==> src/rtl/rtc_pkg.sv <==
// Shared constants and types for the six-digit RTC display scanner.
package rtc_pkg;

    localparam int unsigned NUM_DIGITS = 6;
    localparam int unsigned SEG_W      = 7;
    localparam int unsigned IDX_W      = 3;

    // Digit positions, leftmost first.
    localparam int unsigned DIG_HR_M  = 0;
    localparam int unsigned DIG_HR_L  = 1;
    localparam int unsigned DIG_MIN_M = 2;
    localparam int unsigned DIG_MIN_L = 3;
    localparam int unsigned DIG_SEC_M = 4;
    localparam int unsigned DIG_SEC_L = 5;

    typedef enum logic [1:0] {
        ST_IDLE  = 2'd0,
        ST_SHOW  = 2'd1,
        ST_BLANK = 2'd2
    } scan_state_e;

    typedef logic [NUM_DIGITS-1:0][SEG_W-1:0] seg_snap_t;

    // One display drive word, active-high inside the scanner.
    typedef struct packed {
        logic [SEG_W-1:0]      seg;
        logic                  dp;
        logic [NUM_DIGITS-1:0] dig;
        logic                  frame_done;
    } scan_out_t;

    function automatic int unsigned max_u(input int unsigned a, input int unsigned b);
        return (a > b) ? a : b;
    endfunction

endpackage

==> src/rtl/scan_timer.sv <==
// Loadable saturating down-counter; expired_c flags the last cycle of a loaded slot.
module scan_timer #(
    parameter int unsigned W = 1
) (
    input  logic         clk,
    input  logic         rst_n,
    input  logic         load_i,
    input  logic [W-1:0] value_i,
    output logic         expired_c
);

    logic [W-1:0] count_q;
    logic [W-1:0] count_d;

    always_comb begin
        count_d = count_q;
        if (load_i) begin
            count_d = value_i;
        end else if (count_q != '0) begin
            count_d = count_q - W'(1);
        end
    end

    always_ff @(posedge clk) begin
        if (!rst_n) begin
            count_q <= '0;
        end else begin
            count_q <= count_d;
        end
    end

    // A slot loaded with N ends on the edge where the count has reached 1.
    assign expired_c = (count_q <= W'(1));

endmodule

==> src/rtl/rtc_digit_scanner.sv <==
// Time-multiplexed six-digit seven-segment driver with blanking slots and
// per-frame snapshots of the segment inputs.
module rtc_digit_scanner
    import rtc_pkg::*;
#(
    parameter int unsigned REFRESH_DIV    = 50000,
    parameter int unsigned BLANK_CYCLES   = 500,
    parameter bit          SEG_ACTIVE_LOW = 1'b1,
    parameter bit          DIG_ACTIVE_LOW = 1'b1
) (
    input  logic                  clk,
    input  logic                  reset,
    input  logic                  en,
    input  logic [SEG_W-1:0]      seg_hr_m,
    input  logic [SEG_W-1:0]      seg_hr_l,
    input  logic [SEG_W-1:0]      seg_min_m,
    input  logic [SEG_W-1:0]      seg_min_l,
    input  logic [SEG_W-1:0]      seg_sec_m,
    input  logic [SEG_W-1:0]      seg_sec_l,
    input  logic [NUM_DIGITS-1:0] dp_mask,
    output logic [SEG_W-1:0]      seg_out,
    output logic                  dp_out,
    output logic [NUM_DIGITS-1:0] dig_sel,
    output logic                  frame_done
);

    localparam int unsigned TMR_MAX = max_u(REFRESH_DIV, BLANK_CYCLES);
    localparam int unsigned TMR_W   = $clog2(TMR_MAX + 1);

    localparam logic [TMR_W-1:0]      SHOW_LOAD  = TMR_W'(REFRESH_DIV);
    localparam logic [TMR_W-1:0]      BLANK_LOAD = TMR_W'(BLANK_CYCLES);
    localparam logic [IDX_W-1:0]      LAST_IDX   = IDX_W'(NUM_DIGITS - 1);
    localparam logic [SEG_W-1:0]      SEG_OFF    = {SEG_W{SEG_ACTIVE_LOW}};
    localparam logic [NUM_DIGITS-1:0] DIG_OFF    = {NUM_DIGITS{DIG_ACTIVE_LOW}};

    scan_state_e           state_q, state_d;
    logic [IDX_W-1:0]      idx_q, idx_d;
    seg_snap_t             snap_seg_q, snap_seg_d;
    logic [NUM_DIGITS-1:0] snap_dp_q, snap_dp_d;
    logic                  wrap_q, wrap_d;

    seg_snap_t             live_seg_c;
    logic                  advance_c;
    logic                  tmr_load_c;
    logic [TMR_W-1:0]      tmr_val_c;
    logic                  tmr_expired_c;

    scan_out_t             drive_c;
    scan_out_t             pins_q;

    assign live_seg_c = {seg_sec_l, seg_sec_m, seg_min_l, seg_min_m, seg_hr_l, seg_hr_m};

    scan_timer #(
        .W (TMR_W)
    ) u_timer (
        .clk       (clk),
        .rst_n     (reset),
        .load_i    (tmr_load_c),
        .value_i   (tmr_val_c),
        .expired_c (tmr_expired_c)
    );

    // Next-state: en low beats slot expiry; frame wrap re-latches the snapshot.
    always_comb begin
        state_d    = state_q;
        idx_d      = idx_q;
        snap_seg_d = snap_seg_q;
        snap_dp_d  = snap_dp_q;
        wrap_d     = 1'b0;
        advance_c  = 1'b0;
        tmr_load_c = 1'b0;
        tmr_val_c  = SHOW_LOAD;

        if (!en) begin
            state_d = ST_IDLE;
            idx_d   = '0;
        end else begin
            case (state_q)
                ST_IDLE: begin
                    snap_seg_d = live_seg_c;
                    snap_dp_d  = dp_mask;
                    idx_d      = '0;
                    tmr_load_c = 1'b1;
                    state_d    = ST_SHOW;
                end
                ST_SHOW: begin
                    if (tmr_expired_c) begin
                        if (BLANK_CYCLES != 0) begin
                            state_d    = ST_BLANK;
                            tmr_load_c = 1'b1;
                            tmr_val_c  = BLANK_LOAD;
                        end else begin
                            advance_c = 1'b1;
                        end
                    end
                end
                ST_BLANK: begin
                    if (tmr_expired_c) begin
                        advance_c = 1'b1;
                    end
                end
                default: begin
                    state_d = ST_IDLE;
                end
            endcase

            if (advance_c) begin
                state_d    = ST_SHOW;
                tmr_load_c = 1'b1;
                tmr_val_c  = SHOW_LOAD;
                if (idx_q == LAST_IDX) begin
                    idx_d      = '0;
                    snap_seg_d = live_seg_c;
                    snap_dp_d  = dp_mask;
                    wrap_d     = 1'b1;
                end else begin
                    idx_d = idx_q + IDX_W'(1);
                end
            end
        end
    end

    always_ff @(posedge clk) begin
        if (!reset) begin
            state_q    <= ST_IDLE;
            idx_q      <= '0;
            snap_seg_q <= '0;
            snap_dp_q  <= '0;
            wrap_q     <= 1'b0;
        end else begin
            state_q    <= state_d;
            idx_q      <= idx_d;
            snap_seg_q <= snap_seg_d;
            snap_dp_q  <= snap_dp_d;
            wrap_q     <= wrap_d;
        end
    end

    // Display drive follows the current slot; en low blanks on the same edge.
    always_comb begin
        drive_c = '0;
        if (en && (state_q == ST_SHOW)) begin
            drive_c.seg        = snap_seg_q[idx_q];
            drive_c.dp         = snap_dp_q[idx_q];
            drive_c.dig        = NUM_DIGITS'(1) << idx_q;
            drive_c.frame_done = wrap_q;
        end
    end

    // Pin polarity is applied only here.
    always_ff @(posedge clk) begin
        if (!reset) begin
            pins_q.seg        <= SEG_OFF;
            pins_q.dp         <= SEG_ACTIVE_LOW;
            pins_q.dig        <= DIG_OFF;
            pins_q.frame_done <= 1'b0;
        end else begin
            pins_q.seg        <= drive_c.seg ^ SEG_OFF;
            pins_q.dp         <= drive_c.dp ^ SEG_ACTIVE_LOW;
            pins_q.dig        <= drive_c.dig ^ DIG_OFF;
            pins_q.frame_done <= drive_c.frame_done;
        end
    end

    assign seg_out    = pins_q.seg;
    assign dp_out     = pins_q.dp;
    assign dig_sel    = pins_q.dig;
    assign frame_done = pins_q.frame_done;

endmodule

==> config.mk <==
export PLATFORM = sky130hd
export DESIGN_NAME = rtc_digit_scanner
export DESIGN_NICKNAME = d
export VERILOG_FILES = /design/src/rtl/rtc_pkg.sv /design/src/rtl/scan_timer.sv /design/src/rtl/rtc_digit_scanner.sv
export SDC_FILE = /design/constraint.sdc
export NUM_CORES = 1
export LEC_CHECK = 0
export ABC_CLOCK_PERIOD_IN_PS = 4500
export BUFFER_PORTS_ARGS = -buffer_cell sky130_fd_sc_hd__buf_2
export CAP_MARGIN = 15
export CORE_MARGIN = 1
export CORE_UTILIZATION = 25
export DETAILED_ROUTE_END_ITERATION = 6
export SLEW_MARGIN = 5
export SYNTH_ARGS = -nofsm -noshare
export SYNTH_HDL_FRONTEND = slang
export SYNTH_SLANG_ARGS = --single-unit
==> constraint.sdc <==
create_clock -name clk -period 4.5 [get_ports clk]
set_clock_uncertainty 0.2 [all_clocks]
set_input_delay 0.9 -clock clk [delete_from_list [all_inputs] [get_ports clk]]
set_output_delay 0.9 -clock clk [all_outputs]
set_load 0.05 [all_outputs]
==> results of run 1 <==
power breakdown:
group          switching [W]  internal [W]
Sequential         0.0000664      0.000823
Clock               0.000302      0.000404
Combinational       0.000270      0.000198
kinds of logic after synthesis:
| logic type | Yosys count |
|---|---|
| adder cells (fa/ha/maj) | 3 |
| AO/OA/AOI/OAI | 58 |
| buffers and inverters | 39 |
| XOR/XNOR | 10 |
| multiplexers | 60 |
| AND/OR/NAND/NOR | 203 |
| flip-flops | 85 |
sequential cells by signal, summed over array words and instances, names as in the netlist:
name and flops:
snap_seg_q 42, frame_done 1, u_timer.count_q 16, state_q 2, snap_dp_q 6, wrap_q 1, dig_sel 6, seg_out 7
idx_q 3, dp_out 1
layer usage:
layer	GRT usage	vias to the layer above	share of wire
li1	-	1662	-
met1	0.162	1489	0.47
met2	0.186	74	0.44
met3	0.0431	8	0.073
met4	0.0518	2	0.015
met5	0	-	0.0014
through the flow:
step	util	setup WS [ns]	hold WS, ns	total power (W)
floorplan	-	2.09	0.206	0.00126
global placement	0.288	1.52	0.221	0.00136
detailed placement	0.288	1.44	0.218	0.00137
CTS	0.307	1.49	0.251	0.00208
global route	0.307	1.31	0.270	0.00219
finish	0.307	1.48	0.239	0.00206
critical path, cell delays in order (launching register included):
cell and delay, ns:
dfxtp_1 0.36, or4_4 0.59, nor4_4 0.48, nand3_2 0.19
a21oi_4 0.17, buf_4 0.62, mux2i_1 0.28
worst max path at each step:
stage                               endpoint  slack (ns)  cells past startpoint
final                         snap_seg_q[37]        1.48                      6
after floorplan               snap_seg_q[10]        2.09                      7
after global placement    u_timer.count_q[9]        1.52                      6
after detailed placement  u_timer.count_q[9]        1.44                      6
after CTS                     snap_seg_q[34]        1.49                      6
after global routing          snap_seg_q[17]        1.31                      6
cell usage after synthesis (2+ instances only):
cell type / number / area, um^2
a2111oi_0: 2 / 17.5
a211oi_1: 4 / 30.0
a21oi_1: 18 / 90.1
a31oi_1: 5 / 31.3
and2_1: 3 / 18.8
buf_1: 2 / 7.51
buf_2: 2 / 10.0
buf_4: 2 / 15.0
buf_8: 2 / 30.0
clkbuf_1: 22 / 82.6
dfxtp_1: 85 / 1700
ha_1: 3 / 37.5
inv_1: 8 / 30.0
mux2i_1: 58 / 581
mux4_2: 2 / 45.0
nand2_1: 133 / 499
nand2b_1: 6 / 37.5
nand3_1: 3 / 15.0
nor2_1: 20 / 75.1
nor2b_1: 4 / 25.0
nor3_1: 8 / 40.0
nor4_1: 5 / 31.3
o211ai_1: 3 / 22.5
o21ai_0: 8 / 40.0
o22ai_1: 8 / 50.1
or2_2: 3 / 18.8
or3_1: 3 / 18.8
or4_1: 4 / 30.0
xnor2_1: 6 / 52.6
xor2_1: 4 / 35.0
cell type report:
| cell class | instances | area [um^2] |
|---|---|---|
| clock buffers | 11 | 253 |
| flip-flops and latches | 85 | 1700 |
| well taps | 211 | 264 |
| clock inverters | 5 | 35.0 |
| fillers | 1607 | 10600 |
| multi-input cells | 334 | 2040 |
| repair buffers | 70 | 363 |
| inverters | 8 | 30.0 |
==> flow_metrics.py, run 1 <==
metrics = {
    "global_routing": {
        "antenna_found_initial": 2,
        "grt_pass1_wl_mm": 15.6,
        "grt_use_total": 0.124,
        "grt_pass1_vias": 3131,
        "grt_overflow": 0,
        "grt_max_degree": 99,
    },
    "finish": {
        "layout-drive-gt1-share": 0.189,
        "syn_to_final_growth_pct": 19.5,
        "layout_common_cells": "133 x nand2_1, 85 x dfxtp_1, 65 x buf_2",
        "n_antenna_cell": 0,
        "fin_nets": 562,
        "layout.cells.non_filler": 724,
        "layout_commonest_cell": "nand2_1",
        "fin_area_um2": 4690,
    },
    "die": {
        "pin_count": 66,
        "rows": 45,
        "coreArea_um2": 15300,
        "die_y_um": 127,
        "initial_core_util": 0.257,
        "die-area_um2": 16200,
        "die_width_um": 127,
    },
    "synth": {
        "syn_inst": 458,
        "ys_ff_latch": 85,
        "syn_area_um2": 3920,
        "synth_edf_count": 0,
        "synthMuxAreaShare": 0.160,
        "synth_xor_area_frac": 0.0223,
        "synth_compound_area_frac": 0.0942,
        "yosysSeqAreaShare": 0.434,
        "synthArstFlopShare": 0,
        "synthSimpleGateAreaFrac": 0.233,
        "ys.flop_type": "dfxtp_1",
        "synth_top_family_by_area": "simple AND/OR/NAND/NOR gates",
        "syn_nets": 512,
        "yosys_warnings": 0,
        "synthAdderAreaFrac": 0.00958,
        "syn_area_per_cell_um2": 8.56,
        "synth.distinct_cells": 52,
    },
    "detailed_routing": {
        "drc": 0,
        "vias_per_cell": 4.47,
        "wire_per_inst_um": 13.3,
        "drt_pass1_iterations": 4,
        "num_vias": 3235,
        "drt_iter0_drc": 180,
        "ant_nets": 0,
        "drt-total-wl_mm": 9.62,
    },
    "timing": {
        "finalSetupViolCount": 0,
        "clock.fmax_ghz": 0.331,
        "period_needed_ns": 3.02,
        "max_slew_margin": 0.323,
        "rsz0062_at_grt": "false",
        "fin_setup_tns_ns": 0,
        "drv_slew": 0,
        "finalCritPeriodShare": 0.670,
        "timing.final.hold_violations": 0,
        "tightestPinTransition_ns": 1.01,
    },
    "pwr": {
        "irDropWorstVdd_mv": 0.144,
        "p_leak_nw": 1.84,
        "power.density_nw_per_um2": 440,
    },
    "cts": {
        "cts_buffer_depth": 2,
        "cts_inserted_buffers": 9,
        "post-cts-setup-buffers": 0,
        "cts_root_buf": "clkbuf_16",
        "cts_tree": "yes",
        "clkSinkCount": 85,
        "clk_pin_slew_worst_paths_ns": 0.06,
        "clock_latency_ns": 0.34,
        "cts_hold_buf": 0,
        "cts_resized": 0,
        "htreeDepth": 3,
    },
    "critical_path": {
        "rr_endpoint": "snap_seg_q[37]",
        "arrival_ns": 3.08,
        "reg2reg_from": "u_timer.count_q[4]",
        "crit_fanout": 48,
        "reg2regPathDepth": 6,
        "end_kind": "flop",
        "reg2reg_slack_ns": 1.48,
        "crit_type": "reg -> reg",
        "start_kind": "flop",
        "startpoint": "u_timer.count_q[4]",
        "cp_data_required_time_ns": 4.56,
    },
    "place": {
        "place_congestion": 0.854,
        "placed_area_um2": 4400,
        "io_buffers": 65,
        "dpl.hpwl_mm": 6.86,
        "dp.cells": 708,
    },
    "worst_hold_path": {
        "hold_class": "reg -> reg",
        "worstHoldEndpoint": "frame_done",
        "hp-start": "wrap_q",
        "min_path_cells": 1,
    },
    "run_status": {
        "status": "finished clean",
    },
    "job": {
        "drv_cap": 0,
    },
}
Power figures use the tool's default switching activity.
==> inputs of run 2 (changes only) <==
--- a/config.mk
+++ b/config.mk
@@ -5,7 +5,7 @@
 export SDC_FILE = /design/constraint.sdc
 export NUM_CORES = 1
 export LEC_CHECK = 0
-export ABC_CLOCK_PERIOD_IN_PS = 4500
+export ABC_CLOCK_PERIOD_IN_PS = 2500
 export BUFFER_PORTS_ARGS = -buffer_cell sky130_fd_sc_hd__buf_2
 export CAP_MARGIN = 15
 export CORE_MARGIN = 1
==> constraint.sdc (replaced) <==
create_clock -name clk -period 2.5 [get_ports clk]
set_clock_uncertainty 0.2 [all_clocks]
set_input_delay 0.5 -clock clk [delete_from_list [all_inputs] [get_ports clk]]
set_output_delay 0.5 -clock clk [all_outputs]
set_load 0.05 [all_outputs]
==> run 2 against run 1 <==
Cell count up 2.5%. Power up 96%. Clock-buffer cell count unchanged. Routed wire length up 7.2%. Critical endpoint is now u_timer.count_q[15]. Largest power group unchanged.
==> flow_metrics.py, run 2 (synthesis gave the netlist of run 1 again) <==
metrics = {
    "timing": {
        "drv_slew": 0,
        "finalSetupViolCount": 0,
        "max_slew_margin": 0.673,
        "hold_slack_ns": 0.205,
        "period_needed_ns": 2.45,
        "clock.fmax_ghz": 0.409,
        "finalCritPeriodShare": 0.978,
        "tightestPinTransition_ns": 0.479,
        "setup_slack_ns": 0.0539,
        "timing.final.hold_violations": 0,
    },
    "finish": {
        "fin_area_um2": 4940,
        "n_antenna_cell": 0,
        "layout-drive-gt1-share": 0.222,
        "num-fill-cells": 1598,
        "largest_register": "snap_seg_q",
        "layout_commonest_cell": "nand2_1",
        "fin_nets": 580,
        "layout_common_cells": "133 x nand2_1, 85 x dfxtp_1, 65 x buf_2",
        "largest_reg_flops": 42,
        "syn_to_final_growth_pct": 26.1,
    },
    "global_routing": {
        "antenna_found_initial": 0,
        "grt_pass1_vias": 3396,
        "grt_pass1_wl_mm": 16.7,
        "grt_max_degree": 98,
        "grt_use_total": 0.131,
        "grt_overflow": 0,
    },
    "detailed_routing": {
        "drc": 0,
        "num_vias": 3418,
        "drt_iter0_drc": 241,
        "drt_pass1_iterations": 5,
        "wire_per_inst_um": 13.9,
        "ant_nets": 0,
        "drt-total-wl_mm": 10.3,
        "vias_per_cell": 4.61,
    },
    "cts": {
        "htreeDepth": 3,
        "clk_pin_slew_worst_paths_ns": 0.06,
        "cts_hold_buf": 0,
        "cts_inserted_buffers": 9,
        "cts_root_buf": "clkbuf_16",
        "clock_latency_ns": 0.34,
        "clkSinkCount": 85,
        "cts_tree": "yes",
        "cts_buffer_depth": 2,
    },
    "run_status": {
        "status": "finished clean",
    },
    "critical_path": {
        "cp_top_family": "simple AND/OR/NAND/NOR gates",
        "crit_chain": "or4_4 > or4_1 > nor4_2 > o22ai_1 > a211oi_1",
        "slowest_stage": "or4_4",
        "crit_fanout": 6,
        "reg2reg_slack_ns": 0.05,
        "end_kind": "flop",
        "arrival_ns": 2.49,
        "max_stage_delay_ns": 0.57,
        "cp_data_required_time_ns": 2.54,
        "start_kind": "flop",
        "crit_type": "reg -> reg",
        "cp_num_buf_inv": 0,
    },
    "place": {
        "place_ws_ns": 0.0372,
        "io_buffers": 65,
        "place_congestion": 0.833,
        "dpl.hpwl_mm": 7.19,
        "placed_area_um2": 4530,
    },
    "die": {
        "pin_count": 66,
        "die_width_um": 127,
        "rows": 45,
        "coreArea_um2": 15300,
        "initial_core_util": 0.257,
        "die-area_um2": 16200,
        "die_y_um": 127,
    },
    "pwr": {
        "power.density_nw_per_um2": 820,
        "p_leak_nw": 1.98,
        "irDropWorstVdd_mv": 0.336,
    },
    "worst_hold_path": {
        "hold_class": "in -> reg",
    },
    "job": {
        "drv_cap": 0,
    },
}
## run 2: cell types whose count changed in the layout (fill, tap and decap cells not counted), moves of 2 or more
cell,before,now
nor4_2,0,2
clkinv_4,2,0
buf_12,0,2
clkbuf_16,9,11
buf_4,5,19
bufinv_16,0,2
nor4_1,5,3
## run 2: power breakdown
group	internal (W)	switching, W	total, W
Clock	0.000931	0.000545	0.00148
Combinational	0.000443	0.000533	0.000977
Sequential	0.00148	0.000118	0.00160
## run 2: final timing paths
| path | start | to | depth (start not counted) |
|---|---|---|---|
| worst max-delay path | u_timer.count_q[8] | u_timer.count_q[15] | 5 |
| worst min-delay path | seg_min_l[0] | snap_seg_q[21] | 3 |
| worst max register to register | u_timer.count_q[8] | u_timer.count_q[15] | 5 |
| worst min register to register | wrap_q | frame_done | 1 |
## run 2: final cells by class
cell class / count / area, um^2 / area share
Sequential cell: 85 / 1700 / 0.344
Multi-Input combinational cell: 334 / 2060 / 0.416
Tap cell: 211 / 264 / 0.0534
Clock buffer: 11 / 253 / 0.0511
Clock inverter: 5 / 81.3 / 0.0165
Timing Repair Buffer: 88 / 558 / 0.113
Inverter: 8 / 30.0 / 0.00607
## run 2: what timing repair did
| item | 4_1_cts | 5_1_grt |
|---|---|---|
| resized for setup | 0 | 3 |
| setup endpoints to repair | 0 | 37 |
| buffers inserted | 0 | 2 |
## run 2: tightest hold or removal path, cell delays in order
cell and delay (ns):
buf_2 0.09, nand2_1 0.04, mux2i_1 0.06
## run 2: layer usage
metal / vias up / GRT usage / wire (um)
met1: 1614 / 0.175 / 4970
met3: 12 / 0.0281 / 552
li1: 1700 / - / -
met5: - / 0 / 0
met2: 92 / 0.201 / 4630
met4: 0 / 0.0595 / 165
## run 2: metrics by stage
stage | cells | total power (W) | TNS (ns) | utilization
floorplan | 458 | 0.00227 | 0 | -
global placement | 722 | 0.00252 | 0 | 0.297
detailed placement | 722 | 0.00255 | 0 | 0.297
CTS | 738 | 0.00404 | 0 | 0.319
global route | 742 | 0.00426 | -0.0124 | 0.324
finish | 742 | 0.00405 | 0 | 0.324
